### src/rtl/ext_pkg.sv
// Shared definitions for the ext_pipe width extender.
// - Extension mode codes carried on in_mode.
// - Skid buffer occupancy state encoding.
package ext_pkg;

  localparam logic [1:0] EXT_ZERO = 2'd0;  // zero extension
  localparam logic [1:0] EXT_SIGN = 2'd1;  // two's complement sign extension
  localparam logic [1:0] EXT_SM   = 2'd2;  // sign-magnitude -> two's complement
  localparam logic [1:0] EXT_RSVD = 2'd3;  // reserved: result zero, err flagged

  typedef enum logic [1:0] {
    SKID_EMPTY = 2'd0,
    SKID_ONE   = 2'd1,
    SKID_FULL  = 2'd2
  } skid_state_e;

endpackage

### src/rtl/ext_pipe_skid.sv
// Two-entry skid buffer with a registered input ready.
// Ports:
//   clk, rst_n            clock, async active-low reset
//   in_valid/in_ready     upstream handshake, in_data W bits
//   out_valid/out_ready   downstream handshake, out_data W bits
//   dbg_state             current occupancy state (EMPTY/ONE/FULL)
//
// Handshake: a beat moves across an interface on a rising edge where
// valid && ready are both high. valid never depends on ready on the same
// side; once valid is high with ready low, the data holds until taken.
//
// head_q is the entry presented downstream; tail_q only holds a beat
// while FULL. in_ready is a flop fed from the next state, so out_ready
// reaches in_ready only through a register.
module skid_buf
  import ext_pkg::*;
#(
  parameter int W = 17
) (
  input  logic         clk,
  input  logic         rst_n,
  input  logic         in_valid,
  output logic         in_ready,
  input  logic [W-1:0] in_data,
  output logic         out_valid,
  input  logic         out_ready,
  output logic [W-1:0] out_data,
  output logic [1:0]   dbg_state
);

  skid_state_e  state_q, state_d;
  logic [W-1:0] head_q, head_d;
  logic [W-1:0] tail_q, tail_d;
  logic         rdy_q;
  logic         accept;
  logic         drain;

  assign in_ready  = rdy_q;
  assign out_valid = (state_q != SKID_EMPTY);
  assign out_data  = head_q;
  assign dbg_state = state_q;

  assign accept = in_valid && rdy_q;
  assign drain  = out_valid && out_ready;

  always_comb begin
    state_d = state_q;
    head_d  = head_q;
    tail_d  = tail_q;
    case (state_q)
      SKID_EMPTY: begin
        if (accept) begin
          head_d  = in_data;
          state_d = SKID_ONE;
        end
      end
      SKID_ONE: begin
        if (accept && drain) begin
          head_d = in_data;
        end else if (accept) begin
          tail_d  = in_data;
          state_d = SKID_FULL;
        end else if (drain) begin
          state_d = SKID_EMPTY;
        end
      end
      SKID_FULL: begin
        // rdy_q is low here, so only a drain can happen.
        if (drain) begin
          head_d  = tail_q;
          state_d = SKID_ONE;
        end
      end
      default: state_d = SKID_EMPTY;
    endcase
  end

  always_ff @(posedge clk or negedge rst_n) begin
    if (!rst_n) begin
      state_q <= SKID_EMPTY;
      head_q  <= '0;
      tail_q  <= '0;
      rdy_q   <= 1'b0;
    end else begin
      state_q <= state_d;
      head_q  <= head_d;
      tail_q  <= tail_d;
      // Goes high on the first edge after reset release.
      rdy_q   <= (state_d != SKID_FULL);
    end
  end

endmodule

### src/rtl/ext_pipe.sv
// Streaming registered width extender (zero / sign / sign-magnitude).
// Ports:
//   clk, rst_n           clock, async active-low reset
//   in_valid/in_ready    input handshake; in_data IN_W bits, in_mode 2 bits
//   out_valid/out_ready  output handshake; out_data OUT_W bits
//   out_err              beat was issued with the reserved mode
//   beat_cnt             output handshakes, wraps at 2^16
//   dbg_state            skid buffer occupancy state
module ext_pipe
  import ext_pkg::*;
#(
  parameter int IN_W  = 8,
  parameter int OUT_W = 16
) (
  input  logic             clk,
  input  logic             rst_n,
  input  logic             in_valid,
  output logic             in_ready,
  input  logic [IN_W-1:0]  in_data,
  input  logic [1:0]       in_mode,
  output logic             out_valid,
  input  logic             out_ready,
  output logic [OUT_W-1:0] out_data,
  output logic             out_err,
  output logic [15:0]      beat_cnt,
  output logic [1:0]       dbg_state
);

  // Built by bit fill rather than replication so OUT_W == IN_W works.
  function automatic logic [OUT_W-1:0] extend(input logic [IN_W-1:0] d,
                                              input logic [1:0]      m);
    logic [OUT_W-1:0] r;
    logic [OUT_W-1:0] mag;
    r   = '0;
    mag = '0;
    mag[IN_W-2:0] = d[IN_W-2:0];
    case (m)
      EXT_ZERO: r[IN_W-1:0] = d;
      EXT_SIGN: begin
        r = {OUT_W{d[IN_W-1]}};
        r[IN_W-1:0] = d;
      end
      // Negative zero negates a zero magnitude, which yields zero.
      EXT_SM:   r = d[IN_W-1] ? -mag : mag;
      default:  r = '0;
    endcase
    return r;
  endfunction

  logic [OUT_W:0] ext_beat;
  logic [OUT_W:0] buf_beat;
  logic [15:0]    beat_cnt_q;

  assign ext_beat = {(in_mode == EXT_RSVD), extend(in_data, in_mode)};

  skid_buf #(.W(OUT_W + 1)) u_skid (
    .clk       (clk),
    .rst_n     (rst_n),
    .in_valid  (in_valid),
    .in_ready  (in_ready),
    .in_data   (ext_beat),
    .out_valid (out_valid),
    .out_ready (out_ready),
    .out_data  (buf_beat),
    .dbg_state (dbg_state)
  );

  assign out_err  = buf_beat[OUT_W];
  assign out_data = buf_beat[OUT_W-1:0];
  assign beat_cnt = beat_cnt_q;

  always_ff @(posedge clk or negedge rst_n) begin
    if (!rst_n) begin
      beat_cnt_q <= '0;
    end else if (out_valid && out_ready) begin
      beat_cnt_q <= beat_cnt_q + 16'd1;
    end
  end

endmodule

### config.mk
export PLATFORM = sky130hd
export DESIGN_NAME = ext_pipe
export DESIGN_NICKNAME = d
export VERILOG_FILES = /design/src/rtl/ext_pkg.sv /design/src/rtl/ext_pipe_skid.sv /design/src/rtl/ext_pipe.sv
export SDC_FILE = /design/constraint.sdc
export NUM_CORES = 1
export LEC_CHECK = 0
export CORE_MARGIN = 5
export CORE_UTILIZATION = 46
export CTS_BUF_LIST = sky130_fd_sc_hd__clkbuf_16
export DETAILED_ROUTE_END_ITERATION = 8
export HOLD_SLACK_MARGIN = 0.08
export PLACE_DENSITY = 0.8
export SLEW_MARGIN = 0
export SYNTH_ARGS = -nofsm -noshare
export SYNTH_HDL_FRONTEND = slang
export SYNTH_SLANG_ARGS = --single-unit
### constraint.sdc
create_clock -name clk -period 1.7 [get_ports clk]
set_clock_uncertainty 0.15 [all_clocks]
set_input_delay 0.255 -clock clk [delete_from_list [all_inputs] [get_ports clk]]
set_output_delay 0.255 -clock clk [all_outputs]
set_load 0.02 [all_outputs]
# Word-level counts from Yosys, hierarchy flattened
# Cells that the tools add are included.
[totals]
regBits = 53
inputBits = 14
output_inout_bits = 37
word_cells = 40
[classes]
n_addsub = 2
eq_ne = 9
mux = 13
bitwise_logic = 1
n_reduce_logical = 10
[op_table]
columns = ["operator", "count"]
rows = [
  ["two-way mux 17 bit", 3],
  ["case mux 17 bit (3 select lines)", 1],
  ["case mux 8 bit (2 select lines)", 2],
  ["adder 16 x 1 -> 16 bit, second input constant", 1],
  ["two-way mux 16 bit", 1],
  ["negator 7 -> 16 bit", 1],
  ["two-way mux 2 bit", 5],
  ["== test 2 bit, second input constant", 3],
  ["inequality test 2 x 1 -> 1 bit, second input constant", 3],
  ["case mux 2 bit (3 select lines)", 1],
  ["== test 2 x 1 -> 1 bit, second input constant", 2],
  ["logical NOT 2 bit", 2],
  ["AND reduction 4 bit", 1],
  ["logical AND 1 bit", 3],
  ["AND reduction 3 bit", 1],
  ["nonzero test 3 bit", 1],
  ["inequality test 2 bit, second input constant", 1],
  ["nonzero test 2 bit", 1],
  ["OR reduction 2 bit", 1],
  ["inverter 1 bit", 1],
]

# Depth between registers and ports, before layout
# Gate-level depths: netlist of the first run.
[logic_depth]
ltp_word = 7
ltp_mapped = 9
ltp_nobuf = 9

# Modules after synthesis
# Synthesis of the first run repeated with hierarchy kept, for this count alone.
[unflattened]
hier_cells = 231
hier_area_um2 = 2716.4
[by_module_without_submodules]
columns = ["module", "n_inst", "cells_each", "area_each_um2", "seq_area_each_um2"]
rows = [
  ["skid_buf", 1, 110, 1606.5, 925.9],
  ["ext_pipe", 1, 121, 1109.8, 400.4],
]

# Worst setup path before layout of the first run
# No wires, ideal clock.
[synth_path]
path_kind = "input-to-reg"
start = "input port in_data[2]"
end = "register u_skid.head_q[14], in the netlist u_skid.out_data[14]"
setup_ns = 0.128
t_arrival_ns = 1.647
path_slack_ns = -0.224
cell_stages = 7
path_buffers = 0
path_cell_list = "or3_1 -> nor3_1 -> ha_1 -> and3b_1 -> o21ai_0 -> o21ai_0 -> mux2_1"
[synth_between]
elab_chain_len = 5
[synth_rtl]
columns = ["item", "line_no", "text"]
rows = [
  ["from (decl)", "ext_pipe.sv:19", "input logic [IN_W-1:0] in_data,"],
  ["negator 7 -> 16 bit (*)", "ext_pipe.sv:44", "EXT_SM: r = d[IN_W-1] ? -mag : mag;"],
  ["two-way mux 16 bit (*)", "ext_pipe.sv:44", ""],
  ["case mux 8 bit (2 select lines) (*)", "ext_pipe.sv:37", "case (m)"],
  ["two-way mux 17 bit, on equally long branches", "ext_pipe_skid.sv:58, ext_pipe_skid.sv:52", ""],
  ["case mux 17 bit (3 select lines) (*)", "ext_pipe_skid.sv:50", "case (state_q)"],
  ["to (signal assigned)", "ext_pipe_skid.sv:81", "head_q <= '0;"],
  ["to (signal assigned)", "ext_pipe_skid.sv:86", "head_q <= head_d;"],
  ["to (decl)", "ext_pipe_skid.sv:32", "logic [W-1:0] head_q, head_d;"],
]
# Every way passes the cells marked *; elsewhere a longest branch is shown, timed or not. The select of a mux whose other input is x is not followed.
# A chain may end at the register's enable or synchronous reset.

# Worst setup path after layout of the first run
[layout_path]
start = "input port in_data[3]"
end = "register u_skid.tail_q[6]"
[layout_between]
elab_chain_len = 3
[layout_rtl]
columns = ["item", "line_no", "text"]
rows = [
  ["negator 7 -> 16 bit", "ext_pipe.sv:44", ""],
  ["two-way mux 16 bit", "ext_pipe.sv:44", ""],
  ["case mux 8 bit (2 select lines)", "ext_pipe.sv:37", ""],
  ["to (signal assigned)", "ext_pipe_skid.sv:87", "tail_q <= tail_d;"],
  ["to (decl)", "ext_pipe_skid.sv:33", "logic [W-1:0] tail_q, tail_d;"],
]
# No other way between the ends.

==> results of run 1 <==
## cells by family after synthesis
kind of cell / Yosys count / share of synthesized area
fa+ha+maj: 7 / 0.03368
simple gates: 98 / 0.2026
xor+xnor: 15 / 0.05053
flops: 49 / 0.4716
buf+inv: 27 / 0.04764
compound gates: 58 / 0.1535
mux: 10 / 0.04042
## cell usage after synthesis, drive strengths merged (4+ instances only)
cell and count:
a21oi 10, and2 10, buf 7, clkbuf 7
dfrtp 49, ha 7, inv 13, mux2 4
mux2i 6, nand2 37, nand2b 5, nand3 6
nor2 9, nor3 9, nor4 5, o211ai 5
o21ai 19, xnor2 7, xor2 8
## report_power, final
group	switching (mW)	total (mW)	leakage [nW]	internal, mW
Sequential	0.281	1.86	0.626	1.58
Clock	0.426	1.11	0.0775	0.689
Combinational	1.25	2.58	1.34	1.32
Total	1.96	5.55	2.04	3.59
## metal layers
layer  share of wire  vias up  track usage
li1                -     1148            -
met1            0.41     1160       0.2273
met2            0.52       73       0.3538
met3           0.047       18      0.04563
met4           0.018        0      0.06187
met5               0        -            0
## worst reg2reg max path, stage by stage, from the launching register on
cell and delay (ns):
dfrtp_2 0.46, buf_6 0.14, nor2b_4 0.20, a2111oi_4 0.05, a311o_1 0.39, o22a_1 0.19
## path summary, 6_finish.rpt
path / slack (ns) / end / depth (start not counted)
worst max-delay path: -0.08 / u_skid.tail_q[6]$_DFFE_PN0P_ / 8
worst min-delay path: 0.31 / u_skid.tail_q[15]$_DFFE_PN0P_ / 2
worst max register to register: 0.01 / u_skid.out_data[15]$_DFFE_PN0P_ / 5
worst min register to register: 0.31 / u_skid.tail_q[15]$_DFFE_PN0P_ / 2
max in group asynchronous: 0.81 / u_skid.dbg_state[1]$_DFF_PN0_ / 3
min in group asynchronous: 0.34 / beat_cnt[2]$_DFFE_PN0P_ / 3
## state kept, by name, indices dropped and copies added (netlist names)
signal,count
u_skid.in_ready,1
u_skid.tail_q,15
u_skid.dbg_state,2
u_skid.out_data,15
beat_cnt,16
## layout make-up
cell class                 count  area (um^2)
clock buffer                   5        125.1
clock inverter                 3        41.29
fill                         379         1440
inverter                      13        48.80
multi-input combinational    188         1484
sequential                    49         1234
tap                           72        90.09
timing repair buffer         116         1044
## what timing repair did
action	4_1_cts	5_1_grt
gates resized for setup	64	39
hold endpoints to repair	49	0
hold buffers	1	0
pin swaps	14	17
buffers inserted	9	4
endpoints found under the setup margin	48	36
==> summary.txt, run 1 <==
Outcome
  • Outcome: complete, but fails checks
  • Failing checks: setup timing

Routing
  • Final WL: ~7.1 mm
  • DRT antenna net count: 0
  • Post-route DRC: 0
  • Initial DRC count: 73
  • Via density: approximately 5.4
  • Via count: 2399
  • Drt first pass iters: 4
  • Routed wire per std cell: roughly 16 um

Synthesis
  • Syn avg cell area: about 9.8 um^2
  • Synthesized Nets: roughly 290
  • Top cell type's share of synthesized area: 0.4716
  • Seq/Total Area, Yosys: 0.4716
  • Cells after synthesis: roughly 260
  • Top cell type by total area after synthesis: dfrtp_1
  • Post-synth cell types: 53
  • Main area contributors after synthesis: dfrtp_1 (47%), nand2_1 (5.3%), ha_1 (3.4%), xor2_1 (2.7%), and2_1 (2.4%)
  • Synth warn: 0
  • Top FF cell, synth: dfrtp_1
  • FFs w/ async S/R, synth: 1.000
  • Synthesized area: ~0.0026 mm^2
  • EDFF count, synth: 0
  • Seq cells post-synth: a little under 50

Floorplan
  • DIE AREA: just over 0.007 mm^2
  • Num rows: 27
  • IO Pins: 51
  • Starting Density: 0.4722
  • Core footprint: 0.005507 mm^2
  • Die W: 85.18 um
  • Chip height: 85.18 um

STA
  • Worst hold margin: slightly above 0.3 ns
  • Fmax: between 0.5 and 0.6 GHz
  • Slew headroom: 0.7291
  • Least-Margin Pin Slew: between 0.4 and 0.5 ns
  • RSZ-0062 raised after global routing: true
  • Pins over their slew limit: 0
  • Tcrit/Tclk final: 1.046
  • Final Critical Period: 1.779 ns
  • Final WS setup: -0.07895 ns
  • Final Hold Viols: 0
  • Final setup TNS: -0.1802 ns
  • Final Setup Violations: 3

GRT
  • Antenna violations before repair: 0
  • Total track usage: 0.1957
  • First-pass GRT wire length: 11.52 mm
  • Vias in the first global route: between 2000 and 3000
  • Gr ovfl total: 0
  • Largest net degree at the start of global routing: 50

Placement
  • Gpl congestion: 0.8761
  • Buffers added on ports: 50
  • Dpl ws: -0.7588 ns
  • Post-detail-place hpwl: just under 5 mm
  • Post-Place Cells: approximately 430
  • Post-DP Area: around 0.0036 mm^2

CTS
  • Sink Count: roughly 50
  • TritonCTS clock tree: done
  • H-Tree Level Count: 2
  • CTS Root Cell: clkbuf_16
  • Clk slew on worst S/H paths: about 0.060 ns
  • Clk buf depth: 2
  • Cts bufs inserted: 5
  • Clock Latency Late Sink: 0.28 ns

Setup path
  • WP data arrival: approximately 1.8 ns
  • Element type at the critical path end: flop
  • Buf+Inv Stages, Crit Path: 2
  • Largest delay share family, worst path: simple AND/OR/NAND/NOR gates
  • Crit-path cells: buf_6 -> or3_4 -> nor3_4 -> ha_4 -> mux2_4 -> a22oi_2 -> buf_4 -> o31ai_4
  • Critical Path RT: 1.72 ns
  • Largest stage delay on the critical path: around 0.4 ns
  • FF-to-FF Start: u_skid.dbg_state[0]$_DFF_PN0_
  • Slowest CP cell: or3_4
  • Crit path launch: in_data[3]
  • Critical path type: in2reg
  • Worst Setup Start Kind: primary input
  • CP Max Fanout: 2

Final layout
  • Share of cells above drive strength 1: 0.3369
  • Fin util: 0.7385
  • Final cell count without fillers: 446
  • Nets: a little under 400
  • Synthesis-to-layout area growth: 56.40%
  • Most frequent cells in the layout: buf_4 (57), dfrtp_1 (43), nand2_1 (37)
  • Finished Cell Area: about 0.0041 mm^2
  • Commonest non-fill, non-tap cell in the layout: buf_4
  • Ant diodes: 0

Run
  • Max-cap viol count: 0

Power and ir drop
  • Leak pwr: between 2 and 2.5 nW
  • Worst vdd ir: between 0.7 and 0.8 mV
  • Total power: approximately 5.5 mW
  • PwrDens: approximately 1400 mW/mm^2

Worst hold path
  • Min-Delay Path Class: reg2reg
  • Worst hold path startpoint: u_skid.tail_q[15]$_DFFE_PN0P_
Power figures use the tool's default switching activity.
==> run 2: changes to the inputs <==
--- a/config.mk
+++ b/config.mk
@@ -5,12 +5,14 @@
 export SDC_FILE = /design/constraint.sdc
 export NUM_CORES = 1
 export LEC_CHECK = 0
-export CORE_MARGIN = 5
-export CORE_UTILIZATION = 46
+export CELL_PAD_IN_SITES_DETAIL_PLACEMENT = 0
+export CELL_PAD_IN_SITES_GLOBAL_PLACEMENT = 1
+export CORE_MARGIN = 3
+export CORE_UTILIZATION = 36
 export CTS_BUF_LIST = sky130_fd_sc_hd__clkbuf_16
 export DETAILED_ROUTE_END_ITERATION = 8
 export HOLD_SLACK_MARGIN = 0.08
-export PLACE_DENSITY = 0.8
+export PLACE_DENSITY = 0.81
 export SLEW_MARGIN = 0
 export SYNTH_ARGS = -nofsm -noshare
 export SYNTH_HDL_FRONTEND = slang
==> run 2 against run 1 <==
Net effect:
- the flow now finishes without violations
- routed wire length decreased by 5.9%
- total power fell by 3.9%
- flip-flop and latch count stayed put
- combinational power down 7%
- register-to-register slack better by 0.02 ns
- sequential power barely moved
- via count fell by 4.0%
- highest routed layer unchanged
==> summary.txt, run 2 (synthesized netlist as in run 1, its figures left out) <==
STA
  • Tcrit/Tclk final: 0.9994
  • Worst hold margin: ~0.25 ns
  • Final Hold Viols: 0
  • Slew headroom: 0.7211
  • Least-Margin Pin Slew: between 0.4 and 0.5 ns
  • Fmax: roughly 0.6 GHz
  • RSZ-0062 raised after global routing: true
  • Final Critical Period: approximately 1.7 ns
  • Pins over their slew limit: 0
  • Final Setup Violations: 0

Setup path
  • Critical Path RT: ~1.7 ns
  • CP Max Fanout: 2
  • FF-to-FF End: u_skid.out_data[13]$_DFFE_PN0P_
  • R2R Setup Slk: 0.03 ns
  • Worst Setup Start Kind: primary input
  • Worst setup path endpoint: u_skid.out_data[6]$_DFFE_PN0P_
  • FF-to-FF Start: u_skid.dbg_state[0]$_DFF_PN0_
  • Critical path type: in2reg
  • WP data arrival: ~1.7 ns
  • Crit path launch: in_data[4]
  • R2R depth: 4
  • Element type at the critical path end: flop

CTS
  • Clock Latency Late Sink: just under 0.3 ns
  • H-Tree Level Count: 2
  • CTS Root Cell: clkbuf_16
  • Clk slew on worst S/H paths: 0.07 ns
  • Cts bufs inserted: 5
  • Sink Count: 49
  • Clk buf depth: 2
  • TritonCTS clock tree: done

GRT
  • Vias in the first global route: around 2400
  • Largest net degree at the start of global routing: 50
  • Antenna violations before repair: 0
  • Gr ovfl total: 0
  • First-pass GRT wire length: roughly 11 mm
  • Total track usage: 0.1658

Power and ir drop
  • Total power: approximately 5.3 mW
  • Leak pwr: 2.013 nW
  • PwrDens: between 1000 and 1500 mW/mm^2
  • Worst vdd ir: around 0.85 mV

Placement
  • Gpl congestion: between 0.8 and 0.9
  • Post-detail-place hpwl: between 4 and 5 mm
  • Post-Place Cells: 451
  • Post-DP Area: 0.003630 mm^2
  • Buffers added on ports: 50

Final layout
  • Filler cell count: 650
  • Synthesis-to-layout area growth: 52.50%
  • Ant diodes: 0
  • Area of the multi-input gates: 0.001418 mm^2
  • Commonest non-fill, non-tap cell in the layout: buf_4
  • Finished Cell Area: 0.003965 mm^2
  • Nets: 390
  • Fin util: 0.5741
  • Storage cell area: approximately 0.0012 mm^2
  • Number of flip-flops under the largest register name: 16
  • Share of cells above drive strength 1: 0.3162
  • Final cell count without fillers: 466
  • Most frequent cells in the layout: buf_4 (58), dfrtp_1 (43), nand2_1 (37)

Floorplan
  • Chip height: 90.99 um
  • DIE AREA: a little over 0.008 mm^2
  • Num rows: 30
  • Die W: just over 90 um
  • Core footprint: a little under 0.007 mm^2
  • IO Pins: between 50 and 60
  • Starting Density: 0.3764

Run
  • Max-cap viol count: 0

Worst hold path
  • Min-Delay Path Class: in2reg
  • Hold depth: 4

Routing
  • Via density: 4.942
  • Routed wire per std cell: approximately 14 um
  • Via count: between 2000 and 2500
  • Post-route DRC: 0
  • DRT antenna net count: 0
  • Final WL: about 6.6 mm
  • Drt first pass iters: 4
  • Initial DRC count: between 70 and 80

Outcome
  • Outcome: finished clean
==> run 2: worst min-delay path by stage <==
stage,startpoint,end,slack (ns)
2_1_floorplan,rst_n,beat_cnt[0]$_DFFE_PN0P_,-0.19
3_3_place_gp,rst_n,beat_cnt[5]$_DFFE_PN0P_,0.11
3_5_place_dp,rst_n,beat_cnt[5]$_DFFE_PN0P_,0.11
4_1_cts,in_data[4],u_skid.tail_q[4]$_DFFE_PN0P_,0.25
5_1_grt,in_data[4],u_skid.tail_q[4]$_DFFE_PN0P_,0.27
6_report,in_data[4],u_skid.tail_q[4]$_DFFE_PN0P_,0.25
==> run 2: per-layer routing <==
metal  wire length [um]  vias up  GRT usage
li1                   -     1133          -
met1               2830     1101     0.2068
met2               3388       61     0.2851
met3                337        8    0.03563
met4                 80        0    0.05276
met5                  0        -          0
==> run 2: power breakdown <==
group	total, mW	switching, mW	internal (mW)
Combinational	2.39	1.19	1.20
Sequential	1.83	0.255	1.58
Clock	1.11	0.424	0.684
Total	5.33	1.87	3.46
==> run 2: area by class of cell <==
class / count / area share
clock inverters: 3 / 0.009467
clock buffers: 5 / 0.03156
inverters: 13 / 0.01388
multi-input cells: 188 / 0.3575
flip-flops and latches: 49 / 0.3111
repair buffers: 112 / 0.2461
well taps: 96 / 0.03029
==> run 2: worst max-delay path: stages <==
cell	delay, ns
buf_6	0.09
or3_4	0.40
nor3_4	0.13
ha_1	0.25
mux2_4	0.26
a22oi_2	0.14
o31a_1	0.14
o21ai_1	0.06
==> run 2: what timing repair did <==
item | CTS | global route
endpoints found under the setup margin | 50 | 32
endpoints found under the hold margin | 49 | 0
buffers inserted | 5 | 1
pin swaps | 12 | 10
hold buffers | 1 | 0
resized for setup | 63 | 28
==> run 2: stage by stage <==
| step | setup TNS (ns) | setup slack (ns) |
|---|---|---|
| final | 0 | 0.001085 |
| after global routing | -0.4481 | -0.08197 |
| after CTS | -0.05960 | -0.04705 |
| after detailed placement | -15.58 | -0.7348 |
| after global placement | -14.62 | -0.7077 |
| after floorplan | -0.5868 | -0.1803 |
